[config.mk]
export PLATFORM = sky130hd
export DESIGN_NAME = gshare_predictor
export DESIGN_NICKNAME = d
export VERILOG_FILES = /design/src/rtl/gshare_predictor_pkg.sv /design/src/rtl/gshare_predictor_sat_ctr.sv /design/src/rtl/gshare_predictor.sv
export SDC_FILE = /design/constraint.sdc
export NUM_CORES = 1
export LEC_CHECK = 0
export CAP_MARGIN = 20
export CORE_ASPECT_RATIO = 1.75
export CORE_UTILIZATION = 65
export CTS_CLUSTER_SIZE = 20
export DETAILED_ROUTE_END_ITERATION = 10
export GPL_TIMING_DRIVEN = 0
export HOLD_SLACK_MARGIN = 0.05
export PLACE_DENSITY = 0.83
export SYNTH_ARGS = -nofsm -noshare
export SYNTH_HDL_FRONTEND = slang
export SYNTH_SLANG_ARGS = --single-unit
export TNS_END_PERCENT = 1
[constraint.sdc]
create_clock -name clk -period 28.8 [get_ports clk]
set_clock_uncertainty 0.05 [all_clocks]
set_input_delay 5.76 -clock clk [delete_from_list [all_inputs] [get_ports clk]]
set_output_delay 5.76 -clock clk [all_outputs]
set_load 0.005 [all_outputs]
[src/rtl/gshare_predictor_pkg.sv]
// gshare_predictor_pkg: shared definitions for the gshare direction predictor.
//   TRUE / FALSE  : single-bit boolean constants
//   bp_state_e    : table-init FSM states (ST_INIT while clearing the table, ST_RUN afterwards)
package gshare_predictor_pkg;

   localparam logic TRUE  = 1'b1;
   localparam logic FALSE = 1'b0;

   typedef enum logic {
      ST_INIT = 1'b0,
      ST_RUN  = 1'b1
   } bp_state_e;

endpackage

[src/rtl/gshare_predictor_sat_ctr.sv]
// bp_sat_ctr: next value of a CTR_W-bit saturating counter.
//   ctr      in  CTR_W  current counter value
//   taken    in  1      resolved direction (1 = count up, 0 = count down)
//   ctr_nxt  out CTR_W  updated value, clamped at 0 and all-ones
module bp_sat_ctr #(
   parameter int CTR_W = 2
) (
   input  logic [CTR_W-1:0] ctr,
   input  logic             taken,
   output logic [CTR_W-1:0] ctr_nxt
);

   localparam logic [CTR_W-1:0] CTR_MAX = '1;

   always_comb begin
      ctr_nxt = ctr;
      if (taken) begin
         if (ctr != CTR_MAX) ctr_nxt = ctr + 1'b1;
      end else begin
         if (ctr != '0) ctr_nxt = ctr - 1'b1;
      end
   end

endmodule

[src/rtl/gshare_predictor.sv]
// gshare_predictor: gshare branch direction predictor.
// A table of saturating counters indexed by (PC index bits ^ global history).
// Lookup is combinational for the fetcher; training and history repair come
// from the ROB at commit. After reset a walker FSM writes every entry to
// weakly-not-taken before predictions are enabled.
//   clk, rst                  clock, synchronous active-high reset
//   rdy                       global enable; low freezes every register
//   in_fetch_valid/_tag       fetch consumes a prediction for this index
//   out_fetch_taken           predicted direction (combinational)
//   out_fetch_ghr             history before this prediction (carried to ROB)
//   out_ready                 table initialised, predictions meaningful
//   in_rob_valid/_tag/_ghr    committing conditional branch and its fetch-time history
//   in_rob_taken/_mispredict  resolved direction, and whether it was mispredicted
//   out_mispred_cnt           saturating count of committed mispredicts
module gshare_predictor
   import gshare_predictor_pkg::*;
#(
   parameter int IDX_W  = 8,
   parameter int HIST_W = 8,
   parameter int CTR_W  = 2,
   parameter int CNT_W  = 16
) (
   input  logic              clk,
   input  logic              rst,
   input  logic              rdy,
   input  logic              in_fetch_valid,
   input  logic [IDX_W-1:0]  in_fetch_tag,
   output logic              out_fetch_taken,
   output logic [HIST_W-1:0] out_fetch_ghr,
   output logic              out_ready,
   input  logic              in_rob_valid,
   input  logic [IDX_W-1:0]  in_rob_tag,
   input  logic [HIST_W-1:0] in_rob_ghr,
   input  logic              in_rob_taken,
   input  logic              in_rob_mispredict,
   output logic [CNT_W-1:0]  out_mispred_cnt
);

   localparam int              ENTRIES = 2**IDX_W;
   localparam logic [CTR_W-1:0] WEAK_NT = {1'b0, {(CTR_W-1){1'b1}}};

   bp_state_e         state;
   logic [IDX_W-1:0]  init_idx;
   logic [HIST_W-1:0] ghr;
   logic [HIST_W-1:0] ghr_shift;   // history after a speculative fetch
   logic [HIST_W-1:0] ghr_repair;  // history rebuilt from the mispredicted branch
   logic [CTR_W-1:0]  tbl [ENTRIES];

   logic [IDX_W-1:0]  ghr_ext, rob_ghr_ext;
   logic [IDX_W-1:0]  f_idx, u_idx;
   logic [CTR_W-1:0]  u_ctr, u_ctr_nxt;
   logic              run, fire_fetch, fire_commit, fire_repair;

   logic              wr_en;
   logic [IDX_W-1:0]  wr_idx;
   logic [CTR_W-1:0]  wr_data;

   // Fit history to the index width: truncate long histories, zero-extend short ones.
   generate
      if (HIST_W >= IDX_W) begin : g_hist_trunc
         assign ghr_ext     = ghr[IDX_W-1:0];
         assign rob_ghr_ext = in_rob_ghr[IDX_W-1:0];
      end else begin : g_hist_zext
         assign ghr_ext     = {{(IDX_W-HIST_W){1'b0}}, ghr};
         assign rob_ghr_ext = {{(IDX_W-HIST_W){1'b0}}, in_rob_ghr};
      end

      if (HIST_W == 1) begin : g_hist_one
         assign ghr_shift  = out_fetch_taken;
         assign ghr_repair = in_rob_taken;
      end else begin : g_hist_multi
         assign ghr_shift  = {ghr[HIST_W-2:0], out_fetch_taken};
         assign ghr_repair = {in_rob_ghr[HIST_W-2:0], in_rob_taken};
      end
   endgenerate

   assign run             = (state == ST_RUN);
   assign out_ready       = run ? TRUE : FALSE;
   assign f_idx           = in_fetch_tag ^ ghr_ext;
   assign out_fetch_taken = run & tbl[f_idx][CTR_W-1];
   assign out_fetch_ghr   = ghr;

   assign fire_fetch  = run & rdy & in_fetch_valid;
   assign fire_commit = run & rdy & in_rob_valid;
   assign fire_repair = fire_commit & in_rob_mispredict;

   assign u_idx = in_rob_tag ^ rob_ghr_ext;
   assign u_ctr = tbl[u_idx];

   bp_sat_ctr #(.CTR_W(CTR_W)) u_sat_ctr (
      .ctr     (u_ctr),
      .taken   (in_rob_taken),
      .ctr_nxt (u_ctr_nxt)
   );

   // Single table write port: init walker owns it in ST_INIT, commit training in ST_RUN.
   always_comb begin
      wr_en   = 1'b0;
      wr_idx  = u_idx;
      wr_data = u_ctr_nxt;
      if (!rst && rdy) begin
         if (!run) begin
            wr_en   = 1'b1;
            wr_idx  = init_idx;
            wr_data = WEAK_NT;
         end else if (in_rob_valid) begin
            wr_en = 1'b1;
         end
      end
   end

   // Table has no reset: the init walker establishes its contents.
   always_ff @(posedge clk) begin
      if (wr_en) tbl[wr_idx] <= wr_data;
   end

   always_ff @(posedge clk) begin
      if (rst) begin
         state           <= ST_INIT;
         init_idx        <= '0;
         ghr             <= '0;
         out_mispred_cnt <= '0;
      end else if (rdy) begin
         if (!run) begin
            init_idx <= init_idx + 1'b1;
            if (init_idx == IDX_W'(ENTRIES-1)) state <= ST_RUN;
         end
         // Repair wins over a same-cycle speculative shift.
         if (fire_repair)     ghr <= ghr_repair;
         else if (fire_fetch) ghr <= ghr_shift;
         if (fire_repair && out_mispred_cnt != '1)
            out_mispred_cnt <= out_mispred_cnt + 1'b1;
      end
   end

endmodule

---- After elaboration in Yosys (flattened, before gate mapping) ----
Memory sizes are Yosys's and may differ from the RTL's.
Cells that the tools add are included.
operators by class
  add/sub/neg operators ................... 4
  eq/ne operators ......................... 3
  mux-type cells .......................... 17
  bitwise gates (word level) .............. 8
  reduce and logical (&&, ||, !) cells .... 8
operators with widths
  operator                                                             count
  8-bit two-way mux                                                    4
  16-bit by 1-bit adder with 16-bit output (second input constant)     1
  16-bit != test (second input constant)                               1
  8-bit bitwise XOR                                                    2
  2-bit two-way mux                                                    5
  8-bit by 1-bit adder with 8-bit output (second input constant)       1
  8-bit == test (second input constant)                                1
  1-bit two-way mux                                                    8
  2-bit AND reduction                                                  3
  1-bit bitwise AND                                                    5
  2-bit nonzero test                                                   2
  2-bit by 1-bit adder with 2-bit output (second input constant)       1
  1-bit logical AND                                                    2
  2-bit != test (second input constant)                                1
  2-bit by 1-bit subtractor with 2-bit output (second input constant)  1
  1-bit zero test                                                      1
  1-bit inverter                                                       1
word-level totals
  register bits after elaboration ......... 33
  bits in writable memories ............... 512
  bits of input ports ..................... 31
  output and inout port bits .............. 26
  word-level logic and storage cells ...... 45
  memories ................................ 1
memories
  name  depth  width  rd ports  clocked after memory_dff  wr ports  line                    text
  tbl   256    2      2         0                         1         gshare_predictor.sv:47  logic [CTR_W-1:0] tbl [ENTRIES];

---- Logic depth before layout (Yosys ltp) ----
An unclocked memory read counts as a cell.
  depth after elaboration ................. 7
  gate-level depth with buffers ........... 11
  mapped depth without buffers ............ 9

---- Hierarchy ----
From an unflattened synthesis, not the netlist that was laid out.
second synthesis, totals
  cells, all modules ...................... 1,492
  area total of the unflattened synthesis .. 24,756.2 µm²
modules (own cells, without submodules)
  module            times used  cells an instance  area an instance (µm²)  seq. area each (µm²)
  gshare_predictor  1           1,489              24,730.0                16,035.4
  bp_sat_ctr        1           3                  26.3                    0.0

---- Least setup slack after synthesis ----
OpenSTA, ideal clock, no wires.
  path kind ............................... input to register
  start point ............................. input in_rob_ghr[0]
  end point ............................... memory tbl[0][0], data pin
  setup time .............................. 2.246 ns
  arrival time ............................ 18.226 ns
  required time ........................... 26.504 ns
  setup slack ............................. 8.278 ns
  stages on the path ...................... 9
  buffers on the path ..................... 1
  cell sequence ........................... xor2_1 buf_4 mux4_2 a32o_1 a31oi_1 nand4_1 or4b_1 and4b_1 a211oi_1
between the ends
  word-level cells in the longest chain between the ends .. 7
  elaborated cells between the ends (all ways) .. 11
  classes of those cells .................. add/sub (2); eq/ne (1); mux (5); bitwise (1); reduce/logical (1); memory (1)
ends and longest elaborated chain
  what                                                                 line                                                            text
  start: declaration                                                   gshare_predictor.sv:33                                          input logic [HIST_W-1:0] in_rob_ghr,
  8-bit bitwise XOR (*)                                                gshare_predictor.sv:87                                          assign u_idx = in_rob_tag ^ rob_ghr_ext;
  memory read 256 x 2 bit (*)                                          -
  2-bit by 1-bit subtractor with 2-bit output (tied with other cells)  gshare_predictor_sat_ctr.sv:20                                  if (ctr != '0) ctr_nxt = ctr - 1'b1;
  2-bit two-way mux, on equally long branches                          gshare_predictor_sat_ctr.sv:20, gshare_predictor_sat_ctr.sv:18
  2-bit two-way mux (*)                                                gshare_predictor_sat_ctr.sv:17                                  if (taken) begin
  2-bit two-way mux                                                    gshare_predictor.sv:102                                         if (!run) begin
  2-bit two-way mux (*)                                                gshare_predictor.sv:101                                         if (!rst && rdy) begin
  via wr_data[0]                                                       gshare_predictor.sv:56                                          logic [CTR_W-1:0] wr_data;
  end: declaration                                                     gshare_predictor.sv:47
Mark *: on every way through the listed nets, which the timed path passes. The rest lies on a longest branch.

---- Final worst setup path ----
  start point ............................. input in_fetch_tag[2]
  end point ............................... output out_fetch_taken
between the ends
  word-level cells in the longest chain between the ends .. 3
ends and longest elaborated chain
  what                     line                    text
  start: declaration       gshare_predictor.sv:27  input logic [IDX_W-1:0] in_fetch_tag,
  8-bit bitwise XOR        gshare_predictor.sv:79  assign f_idx = in_fetch_tag ^ ghr_ext;
  memory read 256 x 2 bit  -
  1-bit bitwise AND        gshare_predictor.sv:80  assign out_fetch_taken = run & tbl[f_idx][CTR_W-1];
  end: declaration         gshare_predictor.sv:28  output logic out_fetch_taken,
Every way passes these cells.

==> results.sh <==
export IMPL_clock_fmax_mhz=61.5
export IMPL_cellPowerDensity_nw_per_um2=68.7
export IMPL_via_per_inst=7.64
export IMPL_path_max_fanout=10
export IMPL_p_leak_nw=8.80
export IMPL_cp_cell_sequence="clkdlybuf4s50_1 > xor2_1 > clkbuf_1 > nor2_1 > a22oi_1 > a21oi_1 > a21oi_1 > a2111oi_0 > nor2_1 > nand2_1 > clkdlybuf4s50_1"
export IMPL_met1_usage_pct=52.3
export IMPL_synth_edf_count=512
export IMPL_cts_inserted_buffers=47
export IMPL_grt_use_met2_pct=74.5
export IMPL_period_share_pct=56.4
export IMPL_hold_class="reg -> reg"
export IMPL_fin_util_pct=74.5
export IMPL_cts_htree_levels=2
export IMPL_placementRows=94
export IMPL_firstDrtPassIters=5
export IMPL_clk_path_buf_depth=3
export IMPL_netlist_instances=1640
export IMPL_synth_nets=1673
export IMPL_drt_iter0_markers=2790
export IMPL_status="finished, final reports clean"
export IMPL_synth_seq_cells=545
export IMPL_coreArea_sq_um=37600
export IMPL_start_kind="primary input"
export IMPL_grt_pass1_vias=17400
export IMPL_use_met3_pct=13.8
export IMPL_p_total_w=0.00192
export IMPL_place_port_buffers=55
export IMPL_initial_core_util_pct=66.0
export IMPL_gp_congestion=1.05
export IMPL_wl_um=90400
export IMPL_root_buffer="clkbuf_16"
export IMPL_ioPinCount=57
export IMPL_ir_drop_uv=57.6
export IMPL_path_buf_inv=3
export IMPL_dp_hpwl_um=62200
export IMPL_layout_common_cells="edfxtp_1, nor2_1, nand2_1, mux4_2, clkbuf_1"
export IMPL_grt_max_degree=33
export IMPL_clkSinkCount=545
export IMPL_grt_setup_unrepaired="no"
export IMPL_drv_slew=0
export IMPL_finalCriticalPeriod_ns=16.25
export IMPL_globalRouteTotalUtil_pct=48.0
export IMPL_die_y_um=261
export IMPL_antenna_left=0
export IMPL_path_class="in -> out"
export IMPL_placed_area_sq_um=26500
export IMPL_grt_remaining_overflow=0
export IMPL_crit_path_end_kind="output pin"
export IMPL_avgSynthCellArea_sq_um=15.2
export IMPL_yosys_most_used_dff="edfxtp_1"
export IMPL_insertion_delay_ns=0.59
export IMPL_maxSlewHeadroom_pct=16.3
export IMPL_ctsHoldBuffers=0
export IMPL_cts_clk_slew_worst_paths_ns=0.06
export IMPL_synthArstFlopShare_pct=0
export IMPL_setup_viol=0
export IMPL_fillCellCount=2296
export IMPL_cts_resized=0
export IMPL_tightestPinTransition_ns=1.25
export IMPL_synth_seq_area_share_pct=64.5
export IMPL_setup_tns_ns=0
export IMPL_antenna_found_initial=4
export IMPL_slowest_stage="nor2_1"
export IMPL_die_w_um=150
export IMPL_ys_types=56
export IMPL_crit_required_ns=22.99
export IMPL_ys_warn_count=0
export IMPL_grt_pass1_wl_um=124000
export IMPL_critical_path_max_stage_delay_ns=1.08
export IMPL_post_drt_wl_per_cell_um=39.2
export IMPL_drive_gt1_share_pct=16.5
export IMPL_cts_setup_buffers=0
export IMPL_route_detailed_drc=0
export IMPL_cts_tree="yes"
export IMPL_cap_violations=0
export IMPL_layout_commonest_cell="edfxtp_1"
export IMPL_postLayoutCellArea_sq_um=28000
export IMPL_netlist_area_sq_um=24800
export IMPL_area_growth_syn_to_layout_pct=12.8
export IMPL_nets=1821
export IMPL_cp_top_family="compound AO/OA/AOI/OAI gates"
export IMPL_die_area_sq_um=39000
export IMPL_vias=17600
export IMPL_top_usage_layer="met2"
export IMPL_critPathArrivalTime_ns=10.44
export IMPL_hold_viol=0
## area by class of cell
cell class / instances / area [sq um] / share of cell area (%)
antenna: 1 / 2.50 / 0.00893
inverter: 7 / 26.3 / 0.0938
tap: 480 / 601 / 2.14
timing repair buffer: 99 / 1040 / 3.70
multi-input combinational: 990 / 8250 / 29.5
sequential: 545 / 16000 / 57.2
clock inverter: 31 / 313 / 1.12
clock buffer: 57 / 1210 / 4.33
buffer: 98 / 543 / 1.94
## path summary, 6_finish.rpt
kind	start	cells after the start	slack (ns)	endpoint
worst max-delay path	in_fetch_tag[2]	11	12.55	out_fetch_taken
worst min register to register	out_mispred_cnt[9]	2	0.45	out_mispred_cnt[9]
worst min-delay path	out_mispred_cnt[9]	2	0.45	out_mispred_cnt[9]
worst max register to register	run	9	24.33	tbl[193][1]
## power by group
group          internal [W]  switching (W)  leakage, nW
Sequential         0.000945    0.000000960         4.86
Combinational      0.000100       0.000232         3.19
Clock              0.000356       0.000291        0.746
Total               0.00140       0.000525         8.80
## tightest hold or removal path: cells and delay by family (launching register included)
family,cells,cell delay [ns]
AOI/OAI and AO/OA,2,0.13
DFF,1,0.33
## cell usage after synthesis (3+ instances only)
cell type,n,area (sq um)
mux4_2,146,3290
a222oi_1,3,30.0
a211oi_1,6,45.0
a31oi_1,12,75.1
xnor2_1,19,166
nand3_1,30,150
o2111ai_1,3,26.3
nor3_1,8,40.0
buf_4,14,105
buf_1,6,22.5
buf_12,3,60.1
nand2_1,148,556
buf_2,11,55.1
a2111oi_0,3,26.3
nor4_1,7,43.8
and3_1,6,37.5
mux2i_1,25,250
edfxtp_1,512,15400
mux4_1,24,631
a32oi_1,14,123
mux2_2,4,45.0
or3_1,6,37.5
a21oi_1,42,210
nand3b_1,6,45.0
dfxtp_1,33,661
and2_1,3,18.8
a22oi_1,53,398
o21ai_0,14,70.1
clkbuf_1,56,210
inv_1,7,26.3
and4b_1,3,30.0
o211ai_1,3,22.5
xor2_1,26,228
a311oi_1,4,35.0
buf_6,8,90.1
nand4_1,20,125
a32o_1,4,40.0
and4_1,4,35.0
nor2_1,322,1210
## sequential cells by signal, indices dropped and copies added (netlist names)
name and count:
init_idx 8, out_mispred_cnt 16, tbl 512, out_fetch_ghr 8, run 1
## logic make-up (layout without fill, tap and decap cells)
group	after synthesis	in the layout	synth area share, %
other	0	1	0
muxes	199	199	17.0
and+or+nand+nor	570	570	9.57
buffers and inverters	105	292	2.29
AOI/OAI and AO/OA	173	173	4.84
adders and majority gates	2	2	0.101
DFF	545	545	64.5
xor gates and xnor gates	46	46	1.70
## routing by layer
layer / wire length (um) / part of all wire, % / up-vias
met5: 44 / 0.049 / -
met2: 42000 / 46 / 1797
met1: 25400 / 28 / 8525
met3: 11900 / 13 / 563
li1: - / - / 6747
met4: 11100 / 12 / 6
## metrics by stage
step	hold WS [ns]	worst slack, ns	cells
after floorplan	0.418	8.28	1640
after global placement	0.432	-2.33	2175
after detailed placement	0.442	13.04	2215
after CTS	0.456	13.05	2303
after global routing	0.480	12.58	2307
final	0.451	12.55	2308
Note: power is estimated with default switching activity, not from simulation.
